[config.mk]
export PLATFORM = sky130hd
export DESIGN_NAME = uart_rx_cfg
export DESIGN_NICKNAME = d
export VERILOG_FILES = /design/src/rtl/uart_pkg.sv /design/src/rtl/uart_rx_sync.sv /design/src/rtl/uart_rx_cfg.sv
export SDC_FILE = /design/constraint.sdc
export NUM_CORES = 1
export LEC_CHECK = 0
export ABC_CLOCK_PERIOD_IN_PS = 2100
export CAP_MARGIN = 0
export CORE_UTILIZATION = 53
export CTS_BUF_LIST = sky130_fd_sc_hd__clkbuf_4 sky130_fd_sc_hd__clkbuf_8
export DETAILED_ROUTE_END_ITERATION = 6
export PLACE_DENSITY = 0.8
export SLEW_MARGIN = 20
export SYNTH_ARGS = -nofsm -noshare
export SYNTH_HDL_FRONTEND = slang
export SYNTH_SLANG_ARGS = --single-unit
[constraint.sdc]
create_clock -name clock -period 2.1 [get_ports clock]
set_input_delay 0.21 -clock clock [delete_from_list [all_inputs] [get_ports clock]]
set_output_delay 0.21 -clock clock [all_outputs]
set_load 0.005 [all_outputs]
[src/rtl/uart_pkg.sv]
// uart_pkg: shared types and helpers for the configurable UART receiver.
//   parity_e       - parity mode selection
//   state_e        - receiver FSM states
//   ticks_per_bit  - clock cycles per bit period (integer division)
//   parity_error   - parity check for a received word
package uart_pkg;

  typedef enum logic [1:0] {
    PARITY_NONE = 2'd0,
    PARITY_EVEN = 2'd1,
    PARITY_ODD  = 2'd2
  } parity_e;

  typedef enum logic [2:0] {
    IDLE      = 3'd0,
    START     = 3'd1,
    DATA      = 3'd2,
    PARITY    = 3'd3,
    STOP      = 3'd4,
    WAIT_HIGH = 3'd5
  } state_e;

  function automatic int ticks_per_bit(input int freq, input int baud);
    return freq / baud;
  endfunction

  // data_xor is the XOR of all data bits, p the sampled parity bit.
  function automatic logic parity_error(input logic data_xor, input logic p, input parity_e mode);
    logic err;
    case (mode)
      PARITY_EVEN: err = data_xor ^ p;
      PARITY_ODD:  err = ~(data_xor ^ p);
      default:     err = 1'b0;
    endcase
    return err;
  endfunction

endpackage

[src/rtl/uart_rx_sync.sv]
// uart_rx_sync: two-flop synchronizer for the asynchronous rx pad.
//   clock  - system clock
//   resetn - asynchronous active-low reset (flops reset to idle-high 1)
//   rx     - raw serial line
//   rx_s   - synchronized serial line
module uart_rx_sync
  import uart_pkg::*;
(
  input  logic clock,
  input  logic resetn,
  input  logic rx,
  output logic rx_s
);

  logic meta_d, meta_q;
  logic sync_d, sync_q;

  // Next-value selection for the synchronizer chain.
  always_comb begin
    meta_d = rx;
    sync_d = meta_q;
  end

  // Synchronizer flops, reset to the idle line level.
  always_ff @(posedge clock or negedge resetn) begin
    if (!resetn) begin
      meta_q <= 1'b1;
      sync_q <= 1'b1;
    end else begin
      meta_q <= meta_d;
      sync_q <= sync_d;
    end
  end

  assign rx_s = sync_q;

endmodule

[src/rtl/uart_rx_cfg.sv]
// uart_rx_cfg: configurable UART receiver (data width, parity, stop bits).
//   clock, resetn     - system clock, asynchronous active-low reset
//   enable            - 0 forces IDLE and aborts any frame in progress
//   rx                - asynchronous serial line, idle high
//   out_data/out_valid/out_ready - word delivery handshake
//   out_frame_err     - per-word: a stop bit was sampled 0
//   out_parity_err    - per-word: parity mismatch
//   overrun           - sticky: completed word dropped; overrun_clr clears it
//   break_det         - one-cycle pulse when a line break is detected
//   busy              - receiver not in IDLE
module uart_rx_cfg
  import uart_pkg::*;
#(
  parameter int      CLOCK_FREQ = 50_000_000,
  parameter int      BAUD_RATE  = 115200,
  parameter int      DATA_WIDTH = 8,
  parameter parity_e PARITY     = PARITY_NONE,
  parameter int      STOP_BITS  = 1
) (
  input  logic                  clock,
  input  logic                  resetn,
  input  logic                  enable,
  input  logic                  rx,
  output logic [DATA_WIDTH-1:0] out_data,
  output logic                  out_valid,
  input  logic                  out_ready,
  output logic                  out_frame_err,
  output logic                  out_parity_err,
  output logic                  overrun,
  input  logic                  overrun_clr,
  output logic                  break_det,
  output logic                  busy
);

  localparam int TPB   = ticks_per_bit(CLOCK_FREQ, BAUD_RATE);
  localparam int HALF  = TPB / 2;
  localparam int CNT_W = $clog2(TPB);
  localparam int IDX_W = $clog2(DATA_WIDTH);

  localparam logic [CNT_W-1:0] TPB_M1    = CNT_W'(TPB - 1);
  localparam logic [CNT_W-1:0] HALF_M1   = CNT_W'(HALF - 1);
  localparam logic [CNT_W-1:0] CNT_ZERO  = {CNT_W{1'b0}};
  localparam logic [IDX_W-1:0] LAST_IDX  = IDX_W'(DATA_WIDTH - 1);
  localparam logic             STOP_LAST = 1'(STOP_BITS - 1);

  if (TPB < 4) begin : g_bad_tpb
    $error("uart_rx_cfg: CLOCK_FREQ/BAUD_RATE must be at least 4");
  end
  if (DATA_WIDTH < 5 || DATA_WIDTH > 9) begin : g_bad_width
    $error("uart_rx_cfg: DATA_WIDTH must be 5..9");
  end
  if (STOP_BITS < 1 || STOP_BITS > 2) begin : g_bad_stop
    $error("uart_rx_cfg: STOP_BITS must be 1 or 2");
  end

  logic rx_s;

  uart_rx_sync u_sync (
    .clock  (clock),
    .resetn (resetn),
    .rx     (rx),
    .rx_s   (rx_s)
  );

  state_e                state_d, state_q;
  logic [CNT_W-1:0]      cnt_d, cnt_q;
  logic [IDX_W-1:0]      bit_idx_d, bit_idx_q;
  logic                  stop_idx_d, stop_idx_q;
  logic [DATA_WIDTH-1:0] shift_d, shift_q;
  logic                  par_err_d, par_err_q;
  logic                  frame_acc_d, frame_acc_q;
  logic [DATA_WIDTH-1:0] out_data_d, out_data_q;
  logic                  out_valid_d, out_valid_q;
  logic                  out_frame_err_d, out_frame_err_q;
  logic                  out_parity_err_d, out_parity_err_q;
  logic                  overrun_d, overrun_q;
  logic                  break_det_d, break_det_q;
  logic                  busy_d, busy_q;
  logic                  word_fe_s, word_brk_s;

  // Next-state, counter, shift register and output register logic.
  always_comb begin
    state_d          = state_q;
    cnt_d            = cnt_q;
    bit_idx_d        = bit_idx_q;
    stop_idx_d       = stop_idx_q;
    shift_d          = shift_q;
    par_err_d        = par_err_q;
    frame_acc_d      = frame_acc_q;
    out_data_d       = out_data_q;
    out_frame_err_d  = out_frame_err_q;
    out_parity_err_d = out_parity_err_q;
    break_det_d      = 1'b0;
    word_fe_s        = frame_acc_q | ~rx_s;
    word_brk_s       = word_fe_s & (shift_q == {DATA_WIDTH{1'b0}}) & ~rx_s;

    // Consumer side; a word completing below overrides these.
    if (out_valid_q && out_ready) begin
      out_valid_d = 1'b0;
    end else begin
      out_valid_d = out_valid_q;
    end
    if (overrun_clr) begin
      overrun_d = 1'b0;
    end else begin
      overrun_d = overrun_q;
    end

    if (!enable) begin
      state_d = IDLE;
    end else begin
      case (state_q)
        IDLE: begin
          if (!rx_s) begin
            state_d = START;
            cnt_d   = HALF_M1;
          end else begin
            state_d = IDLE;
          end
        end
        START: begin
          if (cnt_q != CNT_ZERO) begin
            cnt_d = cnt_q - 1'b1;
          end else if (rx_s) begin
            state_d = IDLE;          // glitch: line back high at mid start bit
          end else begin
            state_d   = DATA;
            cnt_d     = TPB_M1;
            bit_idx_d = {IDX_W{1'b0}};
          end
        end
        DATA: begin
          if (cnt_q != CNT_ZERO) begin
            cnt_d = cnt_q - 1'b1;
          end else begin
            shift_d[bit_idx_q] = rx_s;
            cnt_d              = TPB_M1;
            if (bit_idx_q == LAST_IDX) begin
              stop_idx_d  = 1'b0;
              frame_acc_d = 1'b0;
              par_err_d   = 1'b0;
              if (PARITY == PARITY_NONE) begin
                state_d = STOP;
              end else begin
                state_d = uart_pkg::PARITY;
              end
            end else begin
              bit_idx_d = bit_idx_q + 1'b1;
            end
          end
        end
        uart_pkg::PARITY: begin
          if (cnt_q != CNT_ZERO) begin
            cnt_d = cnt_q - 1'b1;
          end else begin
            par_err_d = parity_error(^shift_q, rx_s, PARITY);
            cnt_d     = TPB_M1;
            state_d   = STOP;
          end
        end
        STOP: begin
          if (cnt_q != CNT_ZERO) begin
            cnt_d = cnt_q - 1'b1;
          end else if (stop_idx_q != STOP_LAST) begin
            frame_acc_d = word_fe_s;
            stop_idx_d  = stop_idx_q + 1'b1;
            cnt_d       = TPB_M1;
          end else begin
            // Last stop sample: deliver the word or flag the drop.
            if (!out_valid_q || out_ready) begin
              out_data_d       = shift_q;
              out_frame_err_d  = word_fe_s;
              out_parity_err_d = par_err_q;
              out_valid_d      = 1'b1;
            end else begin
              overrun_d = 1'b1;
            end
            break_det_d = word_brk_s;
            if (word_brk_s) begin
              state_d = WAIT_HIGH;
            end else begin
              state_d = IDLE;
            end
          end
        end
        WAIT_HIGH: begin
          if (rx_s) begin
            state_d = IDLE;
          end else begin
            state_d = WAIT_HIGH;
          end
        end
        default: begin
          state_d = IDLE;
        end
      endcase
    end

    busy_d = (state_d != IDLE);
  end

  // State, datapath and registered outputs.
  always_ff @(posedge clock or negedge resetn) begin
    if (!resetn) begin
      state_q          <= IDLE;
      cnt_q            <= CNT_ZERO;
      bit_idx_q        <= {IDX_W{1'b0}};
      stop_idx_q       <= 1'b0;
      shift_q          <= {DATA_WIDTH{1'b0}};
      par_err_q        <= 1'b0;
      frame_acc_q      <= 1'b0;
      out_data_q       <= {DATA_WIDTH{1'b0}};
      out_valid_q      <= 1'b0;
      out_frame_err_q  <= 1'b0;
      out_parity_err_q <= 1'b0;
      overrun_q        <= 1'b0;
      break_det_q      <= 1'b0;
      busy_q           <= 1'b0;
    end else begin
      state_q          <= state_d;
      cnt_q            <= cnt_d;
      bit_idx_q        <= bit_idx_d;
      stop_idx_q       <= stop_idx_d;
      shift_q          <= shift_d;
      par_err_q        <= par_err_d;
      frame_acc_q      <= frame_acc_d;
      out_data_q       <= out_data_d;
      out_valid_q      <= out_valid_d;
      out_frame_err_q  <= out_frame_err_d;
      out_parity_err_q <= out_parity_err_d;
      overrun_q        <= overrun_d;
      break_det_q      <= break_det_d;
      busy_q           <= busy_d;
    end
  end

  assign out_data       = out_data_q;
  assign out_valid      = out_valid_q;
  assign out_frame_err  = out_frame_err_q;
  assign out_parity_err = out_parity_err_q;
  assign overrun        = overrun_q;
  assign break_det      = break_det_q;
  assign busy           = busy_q;

endmodule

==> results of run 1 <==
[flip-flops by register name (all words and copies together) (netlist names)]
name,cells
bit_idx_q,3
break_det,1
busy,1
cnt_q,9
frame_acc_q,1
out_data,8
out_frame_err,1
out_valid,1
overrun,1
shift_q,8
state_q,3
u_sync.meta_q,1
u_sync.rx_s,1
[cell type report]
cell class	instances	share of cell area [%]
multi-input combinational	124	39.2
sequential	39	38.8
timing repair buffer	41	14.2
clock buffer	5	2.73
tap	46	2.28
clock inverter	3	1.74
inverter	7	1.04
[worst max-delay path, cell delays in order (launching register included)]
cell and delay [ps]:
dfrtp_1 390, inv_2 90, ha_4 130, nor4b_4 260, nand2_4 100, or4b_4 550
buf_6 160, mux2_4 300
[power groups by stage]
stage | clock network [W] | registers [W] | logic, W
finish | 0.000628 | 0.000852 | 0.000284
global route | 0.000668 | 0.000857 | 0.000315
CTS | 0.000633 | 0.000851 | 0.000272
detailed placement | 0 | 0.000866 | 0.000256
global placement | 0 | 0.000863 | 0.000244
floorplan | 0 | 0.000865 | 0.000138
[per-stage QoR]
| step | instance area (µm²) | total power [W] | setup TNS [ps] |
|---|---|---|---|
| floorplan | 1970 | 0.00100 | -175 |
| detailed placement | 2300 | 0.00112 | -274 |
| global placement | 2300 | 0.00111 | 0 |
| CTS | 2460 | 0.00176 | -13.8 |
| finish | 2520 | 0.00176 | 0 |
| global route | 2520 | 0.00184 | -323 |
[synth_stat cells (all sizes together), types with 2 or more instances]
cell / number / area, µm²
dfstp: 2 / 52.6
o21ai: 11 / 58.8
nand3: 3 / 15.0
xor2: 3 / 26.3
nand2: 15 / 63.8
nor2: 14 / 52.6
nand4: 2 / 12.5
nor4b: 2 / 32.5
inv: 7 / 26.3
o41ai: 2 / 17.5
nor3b: 3 / 27.5
ha: 4 / 50.1
or3: 3 / 18.8
dfrtp: 37 / 926
or3b: 2 / 17.5
o22ai: 2 / 12.5
nor3: 5 / 30.0
and2: 2 / 12.5
mux2: 16 / 210
clkbuf: 2 / 7.51
a21oi: 7 / 35.0
a41oi: 2 / 17.5
o2111ai: 2 / 17.5
nor4: 3 / 33.8
nand2b: 4 / 25.0
buf: 4 / 28.8
or4: 2 / 15.0
[timing repair]
action,in CTS,in global routing
gates resized for setup,7,10
pin swaps,2,2
setup buffers,2,2
cloned,1,0
endpoints found under the hold margin,0,0
endpoints found under the setup margin,10,15
[metal layers]
layer / GRT usage [%] / part of all wire (%) / vias up
met1: 32.1 / 44 / 755
met3: 7.12 / 3.7 / 11
met2: 41.4 / 51 / 34
met5: 0 / 0 / -
met4: 9.59 / 1.9 / 0
li1: - / - / 722
[final timing paths]
| check | from | to | slack [ps] | cells past startpoint |
|---|---|---|---|---|
| worst max-delay path | cnt_q[1]$_DFFE_PN0P_ | out_data[3]$_DFFE_PN0P_ | 7 | 7 |
| worst min-delay path | resetn | cnt_q[5]$_DFFE_PN0P_ | 10 | 1 |
| worst max register to register | cnt_q[1]$_DFFE_PN0P_ | out_data[3]$_DFFE_PN0P_ | 7 | 7 |
| worst min register to register | u_sync.meta_q$_DFF_PN1_ | u_sync.rx_s$_DFF_PN1_ | 360 | 0 |
| max in group asynchronous | resetn | cnt_q[7]$_DFFE_PN0P_ | 1550 | 1 |
| min in group clock | rx | u_sync.meta_q$_DFF_PN1_ | 320 | 1 |
[layout by cell type (no fill, tap or decap), types with 3 or more instances in the layout]
master | Yosys | final
inv_2 | 1 | 3
mux2_4 | 8 | 8
buf_4 | 1 | 20
inv_1 | 6 | 4
a21oi_1 | 7 | 7
o21ai_0 | 6 | 6
xor2_1 | 3 | 3
clkbuf_8 | 0 | 5
dfrtp_1 | 37 | 37
nand3_1 | 3 | 3
ha_1 | 4 | 3
or3_1 | 3 | 3
buf_6 | 1 | 3
nand2b_1 | 4 | 4
nand2_1 | 14 | 13
mux2_2 | 6 | 6
o21ai_1 | 4 | 4
clkdlybuf4s50_1 | 0 | 17
nor3_1 | 4 | 3
nor2_1 | 14 | 12
[cells by family after synthesis]
logic type,count (synthesis),synth area share [%]
AOI/OAI and AO/OA,36,12.5
adders and majority gates,4,2.54
muxes,16,10.7
other,1,0.191
buffers and inverters,13,3.18
xor gates and xnor gates,4,1.78
and+or+nand+nor,63,19.3
DFF,39,49.7
==> summary.md, run 1 <==
| Metric | Value |
|---|---|
| Post-Place Worst Slack | `-44.8 ps` |
| Core Util, Final | `roughly three quarters` |
| Via density | `5.74` |
| H-tree lvl count | `2` |
| Max Cap Viol | `0` |
| Fin Clk Skew | `~9.0 ps` |
| Initial core utilization | `57.1%` |
| Clock Latency Late Sink | `~300 ps` |
| Fillers | `about 230` |
| WL/cell | `roughly 17 µm` |
| IO Pins | `20` |
| Footprint of the multi-input gates | `roughly 990 µm²` |
| Fin. max-slew vios | `0` |
| RSZ-0062 raised after global routing | `yes` |
| Nets | `around 230` |
| GPL Wtd Cong | `between 0.8 and 0.9` |
| Die W | `~63 µm` |
| Final ANT Viol Nets | `0` |
| CTS tree | `built` |
| Num CTS Buffers | `5` |
| Hpwl dp | `approximately 3200 µm` |
| CTS max path bufs | `2` |
| CP Class | `reg -> reg` |
| CP Data Required Time | `approximately 2300 ps` |
| CTS clk-pin slew, worst paths | `around 80 ps` |
| Yosys cell types | `54` |
| Main flop type after synthesis | `dfrtp_1` |
| Achievable Freq | `roughly 480 MHz` |
| 1st-iter DRT viols | `74` |
| CP Max Fanout | `5` |
| Syn Nets | `roughly 190` |
| Type of the worst min-delay path | `in -> async` |
| Mapped Cells | `roughly 180` |
| Die area | `about 4000 µm²` |
| Critical Path AT | `approximately 2300 ps` |
| EDFF count, synth | `0` |
| Mapped cell area | `1970 µm²` |
| Root cell of the clock tree | `clkbuf_8` |
| NetSw | `roughly 0.00047 W` |
| Vias in the first global route | `1572` |
| FF+latch area | `approximately 1000 µm²` |
| Clock power share | `a little over a third` |
| Core area | `between 3000 and 4000 µm²` |
| First-pass GRT wire length | `roughly 7500 µm` |
| Layout cells sized above 1 | `a little under a third` |
| Cts hold-fix bufs | `0` |
| Min Hold Slack | `between 10 and 15 ps` |
| Register area share after synthesis | `about 50%` |
| Residual DRC | `0` |
| Clock sinks | `39` |
| Sequential power share | `roughly half` |
| Drt pass-1 iters | `4` |
| Internal power | `approximately 0.0013 W` |
| Pin count of the biggest net entering global routing | `40` |
| Pleak | `~1.1 nW` |
| Initial antenna violation count | `0` |
| Mean post-synth cell area | `11.2 µm²` |
| Final hold violation count | `0` |
| Finished Layout Cells | `265` |
| Crit start category | `flip-flop` |
| Power density over cell area | `roughly 700 nW/µm²` |
| ANT cells | `0` |
| Die height | `62.9 µm` |
| Fin crit share | `~100%` |
| Dpl cells | `about 250` |
| Drt total wl | `4600 µm` |
| Area Overhead vs Synth | `28.3%` |
| GRT Total Usage | `25.5%` |
| CP Capture Type | `flip-flop` |
| Final setup vio count | `0` |
| Final setup margin | `between 6 and 7 ps` |
| Port-buffer cells | `18` |
| VDD IR max | `approximately 470 µV` |
| Total gr overflow | `0` |
| Asr flop ratio synth | `100%` |
| FP Rows | `21` |
| Worst rel slew slack | `43.7%` |
| Status | `finished clean` |
| Syn. warnings | `0` |
| Actual slew at the worst max-slew pin | `844 ps` |
| Crit path time final | `about 2100 ps` |
| FF+latch count, synth | `39` |
| DR vias | `roughly 1500` |
| Switching share of total power | `26.8%` |
| Power share of the combinational group | `16.1%` |
(Power assumes the default switching activity.)
==> run 2: changes to the inputs <==
HOLD_SLACK_MARGIN = 0.15   (was unset)
==> run 2 against run 1 <==
  * Global-route usage unchanged
  * Largest power group unchanged
  * Register-to-register slack is essentially flat
  * Clock power is essentially flat
  * Largest cell class unchanged
==> summary.md, run 2 (synthesized netlist as in run 1, its figures left out) <==
| Metric | Value |
|---|---|
| Residual DRC | `0` |
| Layout cells sized above 1 | `a little under a third` |
| CP cell instances | `inv_2 -> ha_4 -> nor4b_4 -> nand2_4 -> or4b_4 -> buf_6 -> mux2_4` |
| Power density over cell area | `697 nW/µm²` |
| CTS clk-pin slew, worst paths | `~80 ps` |
| Die W | `around 63 µm` |
| First-pass GRT wire length | `~7500 µm` |
| VDD IR max | `471 µV` |
| Nets | `229` |
| CP Max Fanout | `5` |
| Initial antenna violation count | `0` |
| Core area | `between 3000 and 4000 µm²` |
| Final setup margin | `between 10 and 15 ps` |
| Final ANT Viol Nets | `0` |
| GPL Wtd Cong | `a little under 0.9` |
| Clock Latency Late Sink | `300 ps` |
| Pleak | `approximately 1.2 nW` |
| Post-route setup TNS | `0 ps` |
| Area Overhead vs Synth | `28.8%` |
| Status | `finished clean` |
| Worst rel slew slack | `between 40% and 50%` |
| Crit path time final | `between 2000 and 2500 ps` |
| Die height | `approximately 63 µm` |
| CP Class | `reg -> reg` |
| Most common cell after layout, fill and taps aside | `dfrtp_1` |
| Hpwl dp | `between 3000 and 4000 µm` |
| Vias in the first global route | `~1600` |
| Type of the worst min-delay path | `in -> reg` |
| Achievable Freq | `between 400 and 500 MHz` |
| Num CTS Buffers | `5` |
| Core Util, Final | `73.6%` |
| CP max stage delay | `roughly 550 ps` |
| Total gr overflow | `0` |
| Actual slew at the worst max-slew pin | `about 840 ps` |
| Root cell of the clock tree | `clkbuf_8` |
| Critical-path top delay cell | `or4b_4` |
| Critical Path AT | `roughly 2300 ps` |
| CP Capture Type | `flip-flop` |
| Fin. max-slew vios | `0` |
| Crit start category | `flip-flop` |
| CP Data Required Time | `about 2300 ps` |
| Fin crit share | `99.5%` |
| FP Rows | `21` |
| RSZ-0062 raised after global routing | `yes` |
| Via density | `around 5.7` |
| GRT Total Usage | `about a quarter` |
| Drt pass-1 iters | `4` |
| DR vias | `around 1500` |
| Die area | `~4000 µm²` |
| Fin Clk Skew | `approximately 9.5 ps` |
| Max Cap Viol | `0` |
| H-tree lvl count | `2` |
| Max reg flops | `9` |
| Post-Place Worst Slack | `-44.8 ps` |
| CTS max path bufs | `2` |
| WL/cell | `roughly 17 µm` |
| Min Hold Slack | `316 ps` |
| Final hold violation count | `0` |
| Top reg by flops | `cnt_q` |
| CTS tree | `built` |
| ANT cells | `0` |
| Most frequent cells in the layout | `37 x dfrtp_1, 20 x buf_4, 17 x clkdlybuf4s50_1` |
| Port-buffer cells | `18` |
| Final setup vio count | `0` |
| 1st-iter DRT viols | `78` |
| IO Pins | `20` |
| Drt total wl | `around 4600 µm` |
| Pin count of the biggest net entering global routing | `40` |
| Clock sinks | `39` |
| Initial core utilization | `57.1%` |
==> run 2: path summary, 6_finish.rpt <==
kind / from / end / cells after the start / slack [ps]
hold reg to reg: u_sync.meta_q$_DFF_PN1_ / u_sync.rx_s$_DFF_PN1_ / 0 / 360
min in group asynchronous: resetn / cnt_q[3]$_DFFE_PN0P_ / 2 / 540
setup / recovery: cnt_q[1]$_DFFE_PN0P_ / out_data[3]$_DFFE_PN0P_ / 7 / 10
max in group asynchronous: resetn / cnt_q[7]$_DFFE_PN0P_ / 2 / 1020
setup reg to reg: cnt_q[1]$_DFFE_PN0P_ / out_data[3]$_DFFE_PN0P_ / 7 / 10
hold / removal: rx / u_sync.meta_q$_DFF_PN1_ / 1 / 320
==> run 2: report_power, final <==
group | switching, W | internal [W] | total [W]
combinational | 0.000142 | 0.000142 | 0.000284
sequential | 0.0000552 | 0.000797 | 0.000852
clock | 0.000277 | 0.000354 | 0.000630
==> run 2: cell type report <==
cell class | count | area, µm²
Timing Repair Buffer | 42 | 369
Multi-Input combinational cell | 124 | 990
Fill cell | 232 | 908
Clock buffer | 5 | 68.8
Clock inverter | 3 | 43.8
Inverter | 7 | 26.3
Tap cell | 46 | 57.6
Sequential cell | 39 | 978
==> run 2: layer usage <==
metal  part of all wire [%]  global-route usage [%]
met5                      0                       0
met4                    1.9                    9.59
met3                    4.1                    7.12
met2                     51                    41.4
met1                     43                    32.1
==> run 2: timing repair <==
| action | in CTS | in global routing |
|---|---|---|
| setup buffers | 2 | 2 |
| resized for setup | 7 | 10 |
| gates cloned | 1 | 0 |
| hold buffers | 1 | 0 |
| hold endpoints to repair | 37 | 0 |
| pin swaps | 2 | 2 |
| setup endpoints to repair | 10 | 15 |
==> run 2: critical path: cells and delay by family (launching register included) <==
kind                       cells  cell delay [ps]
adders and majority gates      1              130
buffers and inverters          2              240
DFF                            1              390
muxes                          1              300
and+or+nand+nor                3              910
==> run 2: metrics by stage <==
step / std cells / instance area [µm²] / total power (W)
after floorplan: 176 / 1970 / 0.00100
after global placement: 252 / 2300 / 0.00111
after detailed placement: 252 / 2300 / 0.00112
after CTS: 264 / 2470 / 0.00176
after global routing: 266 / 2530 / 0.00184
final: 266 / 2530 / 0.00177
==> run 3: changes to the inputs <==
ABC_CLOCK_PERIOD_IN_PS = 2580   (was 2100)
CORE_UTILIZATION = 63   (was 53)
PLACE_DENSITY = 0.89   (was 0.8)
clock period = 2.58 ns   (was 2.1 ns; I/O delays follow)
==> run 3 against run 2 <==
  * The flow now finishes with violations (DRC)
  * Sequential share of layout area is 4.7 points higher
  * Wire length fell by 5.4%
  * Largest power group unchanged
  * Utilization increased by 5.6 points
  * Critical path depth decreased by 1
  * Flip-flop and latch count stayed put
  * Register-to-register slack improved by 180 ps
  * Via count decreased by 2.7%
  * Sequential power fell by 17%
  * Final cell count fell by 14%
  * Non-clock buffer count fell by 21
  * First-iteration DRC count is 2.6% lower
  * Largest cell class is now flip-flops and latches
==> summary.md, run 3 (synthesized netlist as in run 1, its figures left out) <==
| Metric | Value |
|---|---|
| Fillers | `~180` |
| GPL Wtd Cong | `around 0.9` |
| 1st-iter DRT viols | `76` |
| Worst reg2reg path depth | `6` |
| Die area | `approximately 3300 µm²` |
| Final setup vio count | `0` |
| Post-route setup TNS | `0 ps` |
| CTS clk-pin slew, worst paths | `130 ps` |
| Clock sinks | `39` |
| Met2 routed WL | `between 2000 and 2500 µm` |
| Violated checks | `DRC` |
| FP Rows | `19` |
| Type of the worst min-delay path | `in -> reg` |
| Die height | `between 50 and 60 µm` |
| Fin. max-slew vios | `0` |
| WL/cell | `about 19 µm` |
| CTS max path bufs | `2` |
| Pleak | `just over 1 nW` |
| Initial antenna violation count | `0` |
| Critical Path AT | `2630 ps` |
| FF+latch area | `around 980 µm²` |
| Drt pass-1 iters | `6` |
| Most frequent cells in the layout | `37 x dfrtp_1, 17 x clkdlybuf4s50_1, 14 x nand2_1, 14 x nor2_1, 8 x mux2_4` |
| Fin crit share | `92.7%` |
| CP Data Required Time | `~2800 ps` |
| Most common cell after layout, fill and taps aside | `dfrtp_1` |
| Initial core utilization | `around 69%` |
| FF-to-FF End | `out_data[0]$_DFFE_PN0P_` |
| GRT Total Usage | `28.3%` |
| Worst rel slew slack | `44.6%` |
| DR WL met3 | `279 µm` |
| Root cell of the clock tree | `clkbuf_4` |
| Fin Clk Skew | `around 16 ps` |
| Total gr overflow | `0` |
| FF-to-FF setup slack | `roughly 190 ps` |
| Crit start category | `flip-flop` |
| Drt total wl | `4350 µm` |
| Worst r2r src | `cnt_q[0]$_DFFE_PN0P_` |
| CTS tree | `built` |
| Max reg flops | `9` |
| Worst Setup SP | `cnt_q[0]$_DFFE_PN0P_` |
| Final ANT Viol Nets | `0` |
| DR vias | `1482` |
| Pin count of the biggest net entering global routing | `40` |
| Layout cells sized above 1 | `18.6%` |
| Footprint of the multi-input gates | `just over 900 µm²` |
| Vias in the first global route | `1528` |
| Residual DRC | `1` |
| Min Hold Slack | `~300 ps` |
| IO Pins | `20` |
| Top reg by flops | `cnt_q` |
| Crit path time final | `roughly 2400 ps` |
| Status | `finished, violations left` |
| Clock Latency Late Sink | `350 ps` |
| Power density over cell area | `~580 nW/µm²` |
| ANT cells | `0` |
| VDD IR max | `approximately 320 µV` |
| Critical path endpoint | `out_data[0]$_DFFE_PN0P_` |
| RSZ-0062 raised after global routing | `no` |
| Max Used Layer | `met4` |
| Core area | `2850 µm²` |
| Achievable Freq | `~420 MHz` |
| Met1 WL | `1860 µm` |
| Via density | `around 6.4` |
| CP Class | `reg -> reg` |
| Max Cap Viol | `0` |
| CP Max Fanout | `10` |
| Port-buffer cells | `18` |
| Die W | `between 50 and 60 µm` |
| Final hold violation count | `0` |
| Hpwl dp | `3010 µm` |
| Num CTS Buffers | `5` |
| Nets | `208` |
| CP Capture Type | `flip-flop` |
| Actual slew at the worst max-slew pin | `between 800 and 900 ps` |
| First-pass GRT wire length | `roughly 7000 µm` |
| Area Overhead vs Synth | `14.9%` |
| H-tree lvl count | `2` |
## run 3: cell types whose count changed in the layout (fill, tap and decap cells not counted), sizes merged
| cell | before | now |
|---|---|---|
| clkbuf | 5 | 6 |
| clkinv | 2 | 1 |
| buf | 24 | 3 |
## run 3: per-stage QoR
| step | setup WS (ps) | total power (W) | area [µm²] | instances | utilization [%] |
|---|---|---|---|---|---|
| after global routing | 130 | 0.00135 | 2260 | 230 | 79.2 |
| after global placement | 193 | 0.000860 | 2160 | 221 | 75.7 |
| after floorplan | 432 | 0.000815 | 1970 | 176 | - |
| final | 188 | 0.00130 | 2260 | 230 | 79.2 |
| after CTS | 46.5 | 0.00130 | 2260 | 230 | 79.1 |
| after detailed placement | 85.9 | 0.000876 | 2160 | 221 | 75.7 |
## run 3: metal layers
metal | vias up | track usage [%]
met5 | - | 0
li1 | 677 | -
met2 | 69 | 45.2
met1 | 726 | 38.2
met4 | 0 | 11.9
met3 | 10 | 5.58
## run 3: power breakdown
| part | total [W] | internal (W) | switching [W] | leakage (nW) |
|---|---|---|---|---|
| combinational | 0.000165 | 0.0000746 | 0.0000908 | 0.471 |
| clock | 0.000430 | 0.000229 | 0.000201 | 0.0482 |
| sequential | 0.000706 | 0.000649 | 0.0000574 | 0.503 |
## run 3: area by class of cell
| class | count | share of cell area (%) |
|---|---|---|
| sequential | 39 | 43.3 |
| multi-input combinational | 124 | 41.1 |
| timing repair buffer | 21 | 8.86 |
| clock buffer | 6 | 2.27 |
| tap | 31 | 1.72 |
| clock inverter | 2 | 1.55 |
| inverter | 7 | 1.16 |
## run 3: repair_timing
action                                  4_1_cts  5_1_grt
setup buffers                                 0        0
endpoints found under the hold margin        37        0
hold buffers                                  1        0
endpoints found under the setup margin        0        8
resized for setup                             0        1
## run 3: how the worst min path moves through the flow
stage,from,to,slack (ps),cells past startpoint
global placement,u_sync.meta_q$_DFF_PN1_,u_sync.rx_s$_DFF_PN1_,350,0
CTS,rx,u_sync.meta_q$_DFF_PN1_,300,1
finish,rx,u_sync.meta_q$_DFF_PN1_,300,1
floorplan,resetn,bit_idx_q[0]$_DFFE_PN0P_,-40,0
global route,rx,u_sync.meta_q$_DFF_PN1_,300,1
detailed placement,u_sync.meta_q$_DFF_PN1_,u_sync.rx_s$_DFF_PN1_,350,0
## run 3: critical path: stages (launching register included)
cell     delay [ps]
dfrtp_1         440
inv_1           140
ha_1            200
nor4b_4         350
nand2_4         150
or4b_4          670
mux2_4          340
